[src/rtl/fifo_spram_2bank.sv]
`timescale 1ns/1ps
`default_nettype none
// ============================================================================
// Module   : fifo_spram_2bank
// Purpose  : Valid/ready FIFO on two single-port RAM banks (even/odd entries).
//            It sustains one push and one pop per cycle. A one-entry hold
//            register absorbs pushes that collide with a read on the same
//            bank. A 2-entry register prefetch stage drives the outputs.
// Revision : 1.0 - initial release
// ============================================================================
module fifo_spram_2bank #(
  parameter  int DATA_WIDTH = 8,
  parameter  int FIFO_DEPTH = 16,
  parameter  int AF_THRESH  = FIFO_DEPTH - 2,
  parameter  int AE_THRESH  = 2,
  localparam int ADDR_WIDTH = $clog2(FIFO_DEPTH),
  localparam int CNT_WIDTH  = $clog2(FIFO_DEPTH + 3)
) (
  input  logic                  clk,
  input  logic                  rst_n,
  input  logic                  i_flush,
  input  logic [DATA_WIDTH-1:0] i_in_data,
  input  logic                  i_in_valid,
  output logic                  o_in_ready,
  output logic [DATA_WIDTH-1:0] o_out_data,
  output logic                  o_out_valid,
  input  logic                  i_out_ready,
  output logic [CNT_WIDTH-1:0]  o_count,
  output logic                  o_almost_full,
  output logic                  o_almost_empty
);

  localparam int BANK_DEPTH = FIFO_DEPTH / 2;
  localparam logic [CNT_WIDTH-1:0] c_ram_full = CNT_WIDTH'(FIFO_DEPTH);
  localparam logic [CNT_WIDTH-1:0] c_af       = CNT_WIDTH'(AF_THRESH);
  localparam logic [CNT_WIDTH-1:0] c_ae       = CNT_WIDTH'(AE_THRESH);

  logic [ADDR_WIDTH-1:0] r_waddr, r_raddr, r_hold_addr;
  logic [CNT_WIDTH-1:0]  r_ram_cnt, r_count;
  logic                  r_hold_valid, r_inflight, r_rd_bank, r_rd_fwd;
  logic [DATA_WIDTH-1:0] r_hold_data, r_fwd_data, r_pf_data0, r_pf_data1;
  logic [1:0]            r_pf_cnt;

  logic                  w_push, w_pop, w_rd_req, w_push_conflict, w_fwd;
  logic [2:0]            w_pf_need;
  logic [DATA_WIDTH-1:0] w_rd_data, w_pf0_nxt, w_pf1_nxt;
  logic [1:0]            w_pf_cnt_nxt;
  logic [DATA_WIDTH-1:0] w_bank_q0, w_bank_q1;

  assign o_in_ready  = (r_ram_cnt < c_ram_full) & ~i_flush;
  assign o_out_valid = (r_pf_cnt != 2'd0);
  assign o_out_data  = r_pf_data0;
  assign o_count     = r_count;
  assign o_almost_full  = (r_count >= c_af);
  assign o_almost_empty = (r_count <= c_ae);

  assign w_push = i_in_valid & o_in_ready;
  assign w_pop  = o_out_valid & i_out_ready;

  // Entries the prefetch stage will hold once in-flight data lands and this pop leaves.
  assign w_pf_need = {1'b0, r_pf_cnt} + {2'b00, r_inflight} - {2'b00, w_pop};
  assign w_rd_req  = (r_ram_cnt != '0) & (w_pf_need < 3'd2) & ~i_flush;

  // A push must detour through the hold register when its bank is busy with the read or a hold drain.
  assign w_push_conflict = w_push &
                           ((w_rd_req & (r_raddr[0] == r_waddr[0])) |
                            (r_hold_valid & (r_hold_addr[0] == r_waddr[0])));
  assign w_fwd = r_hold_valid & (r_hold_addr == r_raddr);

  assign w_rd_data = r_rd_fwd ? r_fwd_data : (r_rd_bank ? w_bank_q1 : w_bank_q0);

  for (genvar b = 0; b < 2; b++) begin : g_bank
    logic [DATA_WIDTH-1:0] r_mem [BANK_DEPTH];
    logic [DATA_WIDTH-1:0] r_q;
    logic                  w_re, w_hold_we, w_push_we;
    logic [ADDR_WIDTH-2:0] w_wrow;
    logic [DATA_WIDTH-1:0] w_wdata;

    assign w_re      = w_rd_req & (r_raddr[0] == 1'(b));
    assign w_hold_we = ~i_flush & r_hold_valid & (r_hold_addr[0] == 1'(b));
    assign w_push_we = w_push & ~w_push_conflict & (r_waddr[0] == 1'(b));
    assign w_wrow    = w_hold_we ? r_hold_addr[ADDR_WIDTH-1:1] : r_waddr[ADDR_WIDTH-1:1];
    assign w_wdata   = w_hold_we ? r_hold_data : i_in_data;

    // Single-port bank: one read or one write per cycle, read wins.
    always_ff @(posedge clk) begin
      if (w_re) begin
        r_q <= r_mem[r_raddr[ADDR_WIDTH-1:1]];
      end else if (w_hold_we | w_push_we) begin
        r_mem[w_wrow] <= w_wdata;
      end
    end
  end

  assign w_bank_q0 = g_bank[0].r_q;
  assign w_bank_q1 = g_bank[1].r_q;

  // Prefetch next state: pop shifts entry 1 down, returning read data fills the first free slot.
  always_comb begin
    w_pf0_nxt    = r_pf_data0;
    w_pf1_nxt    = r_pf_data1;
    w_pf_cnt_nxt = r_pf_cnt;
    if (w_pop) begin
      w_pf0_nxt    = r_pf_data1;
      w_pf_cnt_nxt = w_pf_cnt_nxt - 2'd1;
    end
    if (r_inflight) begin
      if (w_pf_cnt_nxt == 2'd0) begin
        w_pf0_nxt = w_rd_data;
      end else begin
        w_pf1_nxt = w_rd_data;
      end
      w_pf_cnt_nxt = w_pf_cnt_nxt + 2'd1;
    end
  end

  // Pointers, occupancy, hold register, read pipeline and prefetch registers.
  always_ff @(posedge clk or negedge rst_n) begin
    if (!rst_n) begin
      r_waddr      <= '0;
      r_raddr      <= '0;
      r_ram_cnt    <= '0;
      r_count      <= '0;
      r_hold_valid <= 1'b0;
      r_hold_addr  <= '0;
      r_hold_data  <= '0;
      r_inflight   <= 1'b0;
      r_rd_bank    <= 1'b0;
      r_rd_fwd     <= 1'b0;
      r_fwd_data   <= '0;
      r_pf_data0   <= '0;
      r_pf_data1   <= '0;
      r_pf_cnt     <= 2'd0;
    end else if (i_flush) begin
      r_waddr      <= '0;
      r_raddr      <= '0;
      r_ram_cnt    <= '0;
      r_count      <= '0;
      r_hold_valid <= 1'b0;
      r_inflight   <= 1'b0;
      r_rd_fwd     <= 1'b0;
      r_pf_cnt     <= 2'd0;
    end else begin
      r_waddr   <= r_waddr + ADDR_WIDTH'(w_push);
      r_raddr   <= r_raddr + ADDR_WIDTH'(w_rd_req);
      r_ram_cnt <= r_ram_cnt + CNT_WIDTH'(w_push) - CNT_WIDTH'(w_rd_req);
      r_count   <= r_count + CNT_WIDTH'(w_push) - CNT_WIDTH'(w_pop);
      r_hold_valid <= w_push_conflict;
      if (w_push_conflict) begin
        r_hold_addr <= r_waddr;
        r_hold_data <= i_in_data;
      end
      r_inflight <= w_rd_req;
      if (w_rd_req) begin
        r_rd_bank  <= r_raddr[0];
        r_rd_fwd   <= w_fwd;
        r_fwd_data <= r_hold_data;
      end
      r_pf_data0 <= w_pf0_nxt;
      r_pf_data1 <= w_pf1_nxt;
      r_pf_cnt   <= w_pf_cnt_nxt;
    end
  end

endmodule
`default_nettype wire

[config.mk]
export PLATFORM = sky130hd
export DESIGN_NAME = fifo_spram_2bank
export DESIGN_NICKNAME = d
export VERILOG_FILES = /design/src/rtl/fifo_spram_2bank.sv
export SDC_FILE = /design/constraint.sdc
export NUM_CORES = 1
export LEC_CHECK = 0
export CORE_ASPECT_RATIO = 1.1
export CORE_MARGIN = 5
export CORE_UTILIZATION = 55
export CTS_CLUSTER_DIAMETER = 120
export CTS_CLUSTER_SIZE = 24
export DETAILED_ROUTE_END_ITERATION = 6
export PLACE_DENSITY_LB_ADDON = 0.25
export SYNTH_ARGS = -nofsm -noshare
export SYNTH_HDL_FRONTEND = slang
export SYNTH_SLANG_ARGS = --single-unit
[constraint.sdc]
create_clock -name clk -period 3.9 [get_ports clk]
set_input_delay 0.78 -clock clk [delete_from_list [all_inputs] [get_ports clk]]
set_output_delay 0.78 -clock clk [all_outputs]
set_load 0.01 [all_outputs]
## Word level (Yosys, flattened, before mapping)

Memories as Yosys holds them, arrays and structs flattened. A register that Yosys moved wholly into a read port is not among the register bits.
Index checks and enable logic that the tools add are counted.

- $add $sub $neg: 10
- $lt $le $gt $ge: 4
- Equal/unequal tests: 3
- Muxes and demuxes: 26
- Bitwise logic cells: 26
- Reduce and logical (&&, ||, !) cells: 7

Operators with widths:

| cell | count |
|---|---|
| 2-to-1 mux 8 bit | 7 |
| bitwise AND 1 bit | 17 |
| adder 5 x 1 -> 5 bit | 2 |
| 2-to-1 mux 1 bit | 10 |
| 2-to-1 mux 5 bit | 2 |
| subtractor 5 x 1 -> 5 bit | 2 |
| adder 4 x 1 -> 4 bit | 2 |
| 2-to-1 mux 4 bit | 2 |
| 2-to-1 mux 2 bit | 3 |
| 2-to-1 mux 3 bit | 2 |
| NOT 1 bit | 6 |
| >= comparator 5 x 4 -> 1 bit (second input constant) | 1 |
| less-or-equal comparator 5 x 2 -> 1 bit (second input constant) | 1 |
| < comparator 5 bit (second input constant) | 1 |
| nonzero test 5 bit | 1 |
| == test 4 bit | 1 |
| AND reduction 2 bit | 2 |
| nonzero test 2 bit | 2 |
| adder 2 x 1 -> 3 bit | 1 |
| < comparator 3 x 2 -> 1 bit (second input constant) | 1 |
| bitwise OR 1 bit | 3 |
| AND reduction 3 bit | 1 |
| subtractor 3 x 1 -> 3 bit | 1 |
| adder 2 x 1 -> 2 bit (second input constant) | 1 |
| other kinds (3) | 4 |

- Flip-flop bits (word level): 60
- Bits in writable memories: 128
- Bits of input ports: 13
- Output and inout port bits: 17
- Word-level logic and storage cells: 92
- Memories: 2

Memory list:

| name | depth | width | rd ports | clocked after memory_dff | write ports | RTL line | RTL |
|---|---|---|---|---|---|---|---|
| g_bank[0].r_mem | 8 | 8 | 1 | 1 | 1 | 73 | `logic [DATA_WIDTH-1:0] r_mem [BANK_DEPTH];` |
| g_bank[1].r_mem | 8 | 8 | 1 | 1 | 1 | 73 |  |

## Logic depth before layout (Yosys ltp)

- Depth in word-level cells: 16
- Depth in mapped cells: 20
- Mapped depth without buffers: 18

## Least setup slack after synthesis

OpenSTA, ideal clock, no wires.

- Path kind: input to register
- Start: input i_out_ready
- End: register r_ram_cnt[4]
- Setup time: 0.135 ns
- Arrival: 3.800 ns
- Data required time: 3.765 ns
- Setup slack: -0.035 ns
- Stages: 18
- Buffers on the path: 2
- Path through: nand2b_1 clkbuf_1 xnor2_1 ha_1 inv_1 fa_1 nand2b_4 nor3_1 buf_2 ha_1 inv_1 ha_1 inv_1 fa_1 nor2b_1 o21bai_1 a21oi_1 nor3b_1

- Word-level cells in the longest chain between the ends: 7

RTL lines:

| element | RTL line | RTL |
|---|---|---|
| start: declaration | 27 | `input logic i_out_ready,` |
| bitwise AND 1 bit | 58 | `assign w_pop = o_out_valid & i_out_ready;` |
| subtractor 3 x 1 -> 3 bit | 61 | `assign w_pf_need = {1'b0, r_pf_cnt} + {2'b00, r_inflight} - {2'b00, w_pop};` |
| < comparator 3 x 2 -> 1 bit | 62 | `assign w_rd_req = (r_ram_cnt != '0) & (w_pf_need < 3'd2) & ~i_flush;` |
| bitwise AND 1 bit (2 in a row) | 62 |  |
| subtractor 5 x 1 -> 5 bit | 146 | `r_ram_cnt <= r_ram_cnt + CNT_WIDTH'(w_push) - CNT_WIDTH'(w_rd_req);` |
| 2-to-1 mux 5 bit | 134 | `end else if (i_flush) begin` |
| end signal: assignment | 146 |  |
| end: declaration | 39 | `logic [CNT_WIDTH-1:0] r_ram_cnt, r_count;` |

Every way passes these cells.
A chain may end at the register's enable or synchronous reset.

## Worst setup path after layout

Ends and elaborated chain as after synthesis.

==> impl_metrics.py <==
metrics = {
    "outcome": {
        "outcome": "finished, final reports clean",
    },
    "routing": {
        "wl_per_cell_um": 20.7,
        "drtAntennaViolNets": 0,
        "wirelength_um": 17200,
        "via_count": 4816,
        "drt_first_pass_iters": 5,
        "drc": 0,
        "drt_iter0_markers": 333,
        "vias_per_cell": 5.80,
    },
    "floorplanning": {
        "core_area_um2": 16200,
        "die_w_um": 132,
        "fp.dieH_um": 144,
        "initial_core_util": 0.554,
        "fp-row-count": 49,
        "ioPinCount": 30,
        "die_area_um2": 18900,
    },
    "global_route": {
        "grt_overflow": 0,
        "antenna_found_initial": 0,
        "globalRouteTotalUtil": 0.182,
        "first_global_vias": 4929,
        "grt_pass1_wl_um": 27000,
        "grt_max_degree": 37,
    },
    "placement": {
        "gp_congestion": 0.799,
        "port_buffers": 29,
        "post-dp-hpwl_um": 12400,
        "dp_cells": 811,
    },
    "clocking": {
        "clockRootBuffer": "clkbuf_16",
        "cts_inserted_buffers": 12,
        "clk_pin_slew_ps": 100,
        "cts_setup_buffers": 0,
        "cts_htree_levels": 1,
        "insertion_delay_ps": 470,
        "cts_tree": "yes",
        "cts.sinks": 204,
        "cts-resized-gates": 0,
        "postCtsHoldBufs": 0,
        "cts_buffer_depth": 3,
    },
    "sta": {
        "max_slew.worst_pin.slew_ps": 1160,
        "setup_viol": 0,
        "min_period_ps": 3570,
        "fmax_mhz": 280,
        "hold_viol": 0,
        "slew_headroom": 0.226,
        "drv_slew": 0,
        "fin_worst_skew_ps": 22.7,
        "post-route-period-util": 0.915,
        "rsz0062_at_grt": "false",
    },
    "yosys": {
        "syn_area_um2": 8960,
        "yosysTopAreaCellShare": 0.483,
        "ys_warn_count": 0,
        "syn_nets": 612,
        "ys_ff_latch": 204,
        "ys_async_sr_fraction": 0.294,
        "ys.flop_type": "edfxtp_1",
        "synth.largest_area_cell": "edfxtp_1",
        "yosysUniqueCellTypes": 49,
        "synth_edf_count": 144,
        "syn_area_per_cell_um2": 15.6,
        "ys_seq_area_frac": 0.650,
        "syn_inst": 573,
        "synthTopCellsByArea": "edfxtp_1, dfrtp_1, mux4_2",
    },
    "layout": {
        "final_cell_count_no_fill": 831,
        "drive_gt1_frac": 0.212,
        "nNetsFinal": 660,
        "n_antenna_cell": 0,
        "area_growth_pct": 11.5,
    },
    "pwr": {
        "power.total_mw": 5.70,
        "p_leak_nw": 3.63,
        "vdd_drop_max_uv": 487,
        "power_density_nw_per_um2": 571,
    },
    "critical_path": {
        "timing.reg2reg.setup_slack_ps": 380,
        "endpoint_kind": "flip-flop",
        "cp.arrival_ps": 3950,
        "start_kind": "input port",
        "crit_fanout": 2,
        "cp.required_ps": 4280,
        "path_class": "input port to flip-flop",
    },
    "job": {
        "drv_cap": 0,
    },
    "hold_path": {
        "hold_class": "input port to async pin",
    },
}
synthesized netlist by cell type (11+ instances only):
| library cell | count |
|---|---|
| edfxtp_1 | 144 |
| dfrtp_1 | 60 |
| nand2_1 | 43 |
| mux2_2 | 36 |
| mux4_2 | 32 |
| nor2_1 | 30 |
| ha_1 | 23 |
| inv_1 | 22 |
| nor2b_1 | 21 |
| a21oi_1 | 18 |
| clkbuf_1 | 16 |
| mux2i_1 | 13 |
| a32oi_1 | 11 |
critical path, cell delays in order:
cell and delay [ps]:
clkdlybuf4s50_1 490, nand2b_1 90, xnor2_1 210, ha_1 190
inv_1 50, fa_1 550, nand2b_4 70, nor3_2 140
ha_1 250, inv_1 50, ha_1 150, inv_1 50
fa_1 380, nor2b_2 140, o21bai_1 80, nand3_1 80
nor3b_1 190
flip-flops by register name, summed over array words and instances (netlist names):
name	flops
g_bank.r_mem	128
g_bank.r_q	16
o_out_data	8
r_fwd_data	8
r_hold_data	8
r_pf_data1	8
o_count	5
r_ram_cnt	5
r_hold_addr	4
r_raddr	4
r_waddr	4
r_pf_cnt	2
r_hold_valid	1
r_inflight	1
r_rd_bank	1
r_rd_fwd	1
metrics by stage:
step                 util  setup TNS (ps)  area, um^2  worst slack (ps)  hold WS [ps]
finish              0.617               0        9990               331           366
global placement    0.595           -1320        9620             -86.2           462
CTS                 0.617               0        9990               268           391
floorplan               -               0        8960              12.3           450
detailed placement  0.595           -7820        9620              -190           472
global route        0.617               0        9990              13.5           441
placed cells by master, fill, tap and decap left out, drive strengths merged, types with 2 or more instances in the layout:
| cell type | instances |
|---|---|
| mux2i | 13 |
| xnor2 | 7 |
| a32oi | 11 |
| clkdlybuf4s50 | 28 |
| dfrtp | 60 |
| ha | 23 |
| inv | 22 |
| nand2 | 43 |
| a21o | 5 |
| o21bai | 2 |
| or2 | 2 |
| mux2 | 44 |
| nor2 | 30 |
| o21a | 2 |
| edfxtp | 144 |
| clkinv | 2 |
| nor3b | 2 |
| o31ai | 9 |
| nand3 | 8 |
| nand3b | 3 |
| and3 | 2 |
| nor3 | 6 |
| xor2 | 8 |
| o21ai | 9 |
| fa | 3 |
| and2 | 3 |
| buf | 32 |
| nor2b | 21 |
| a21oi | 19 |
| nand2b | 2 |
| clkbuf | 19 |
| mux4 | 32 |
final cells by class:
| type | instances | area [um^2] |
|---|---|---|
| well taps | 204 | 255 |
| flip-flops and latches | 204 | 5830 |
| multi-input cells | 320 | 2930 |
| inverters | 23 | 86.3 |
| fillers | 1179 | 6190 |
| clock buffers | 19 | 348 |
| clock inverters | 1 | 16.3 |
| repair buffers | 60 | 531 |
metal layers:
layer	share of wire	up-vias	GRT usage
met4	0.038	0	0.0661
met2	0.48	112	0.304
met1	0.44	2429	0.245
met5	0	-	0
li1	-	2239	-
met3	0.047	36	0.0301
power breakdown:
part	leakage, nW	switching [mW]	internal (mW)
Sequential	2.07	0.274	2.65
Combinational	1.39	0.698	0.792
Clock	0.174	0.657	0.627
path summary, 6_finish.rpt:
path	to	cells after the start	start
min in group clk	r_pf_data1[7]	2	r_pf_data1[7]
hold reg to reg	r_pf_data1[7]	2	r_pf_data1[7]
setup reg to reg	r_ram_cnt[4]	18	r_pf_cnt[1]
setup / recovery	r_ram_cnt[4]	17	i_out_ready
max in group asynchronous	r_hold_addr[2]	2	rst_n
hold / removal	o_count[4]	1	rst_n
cells by family after synthesis:
logic type,count (synthesis),synth area share
xor+xnor,15,0.0147
fa+ha+maj,26,0.0388
mux,89,0.154
simple gates,129,0.0722
flops,204,0.650
compound gates,61,0.0465
buf+inv,49,0.0242
Power figures use the tool's default switching activity.
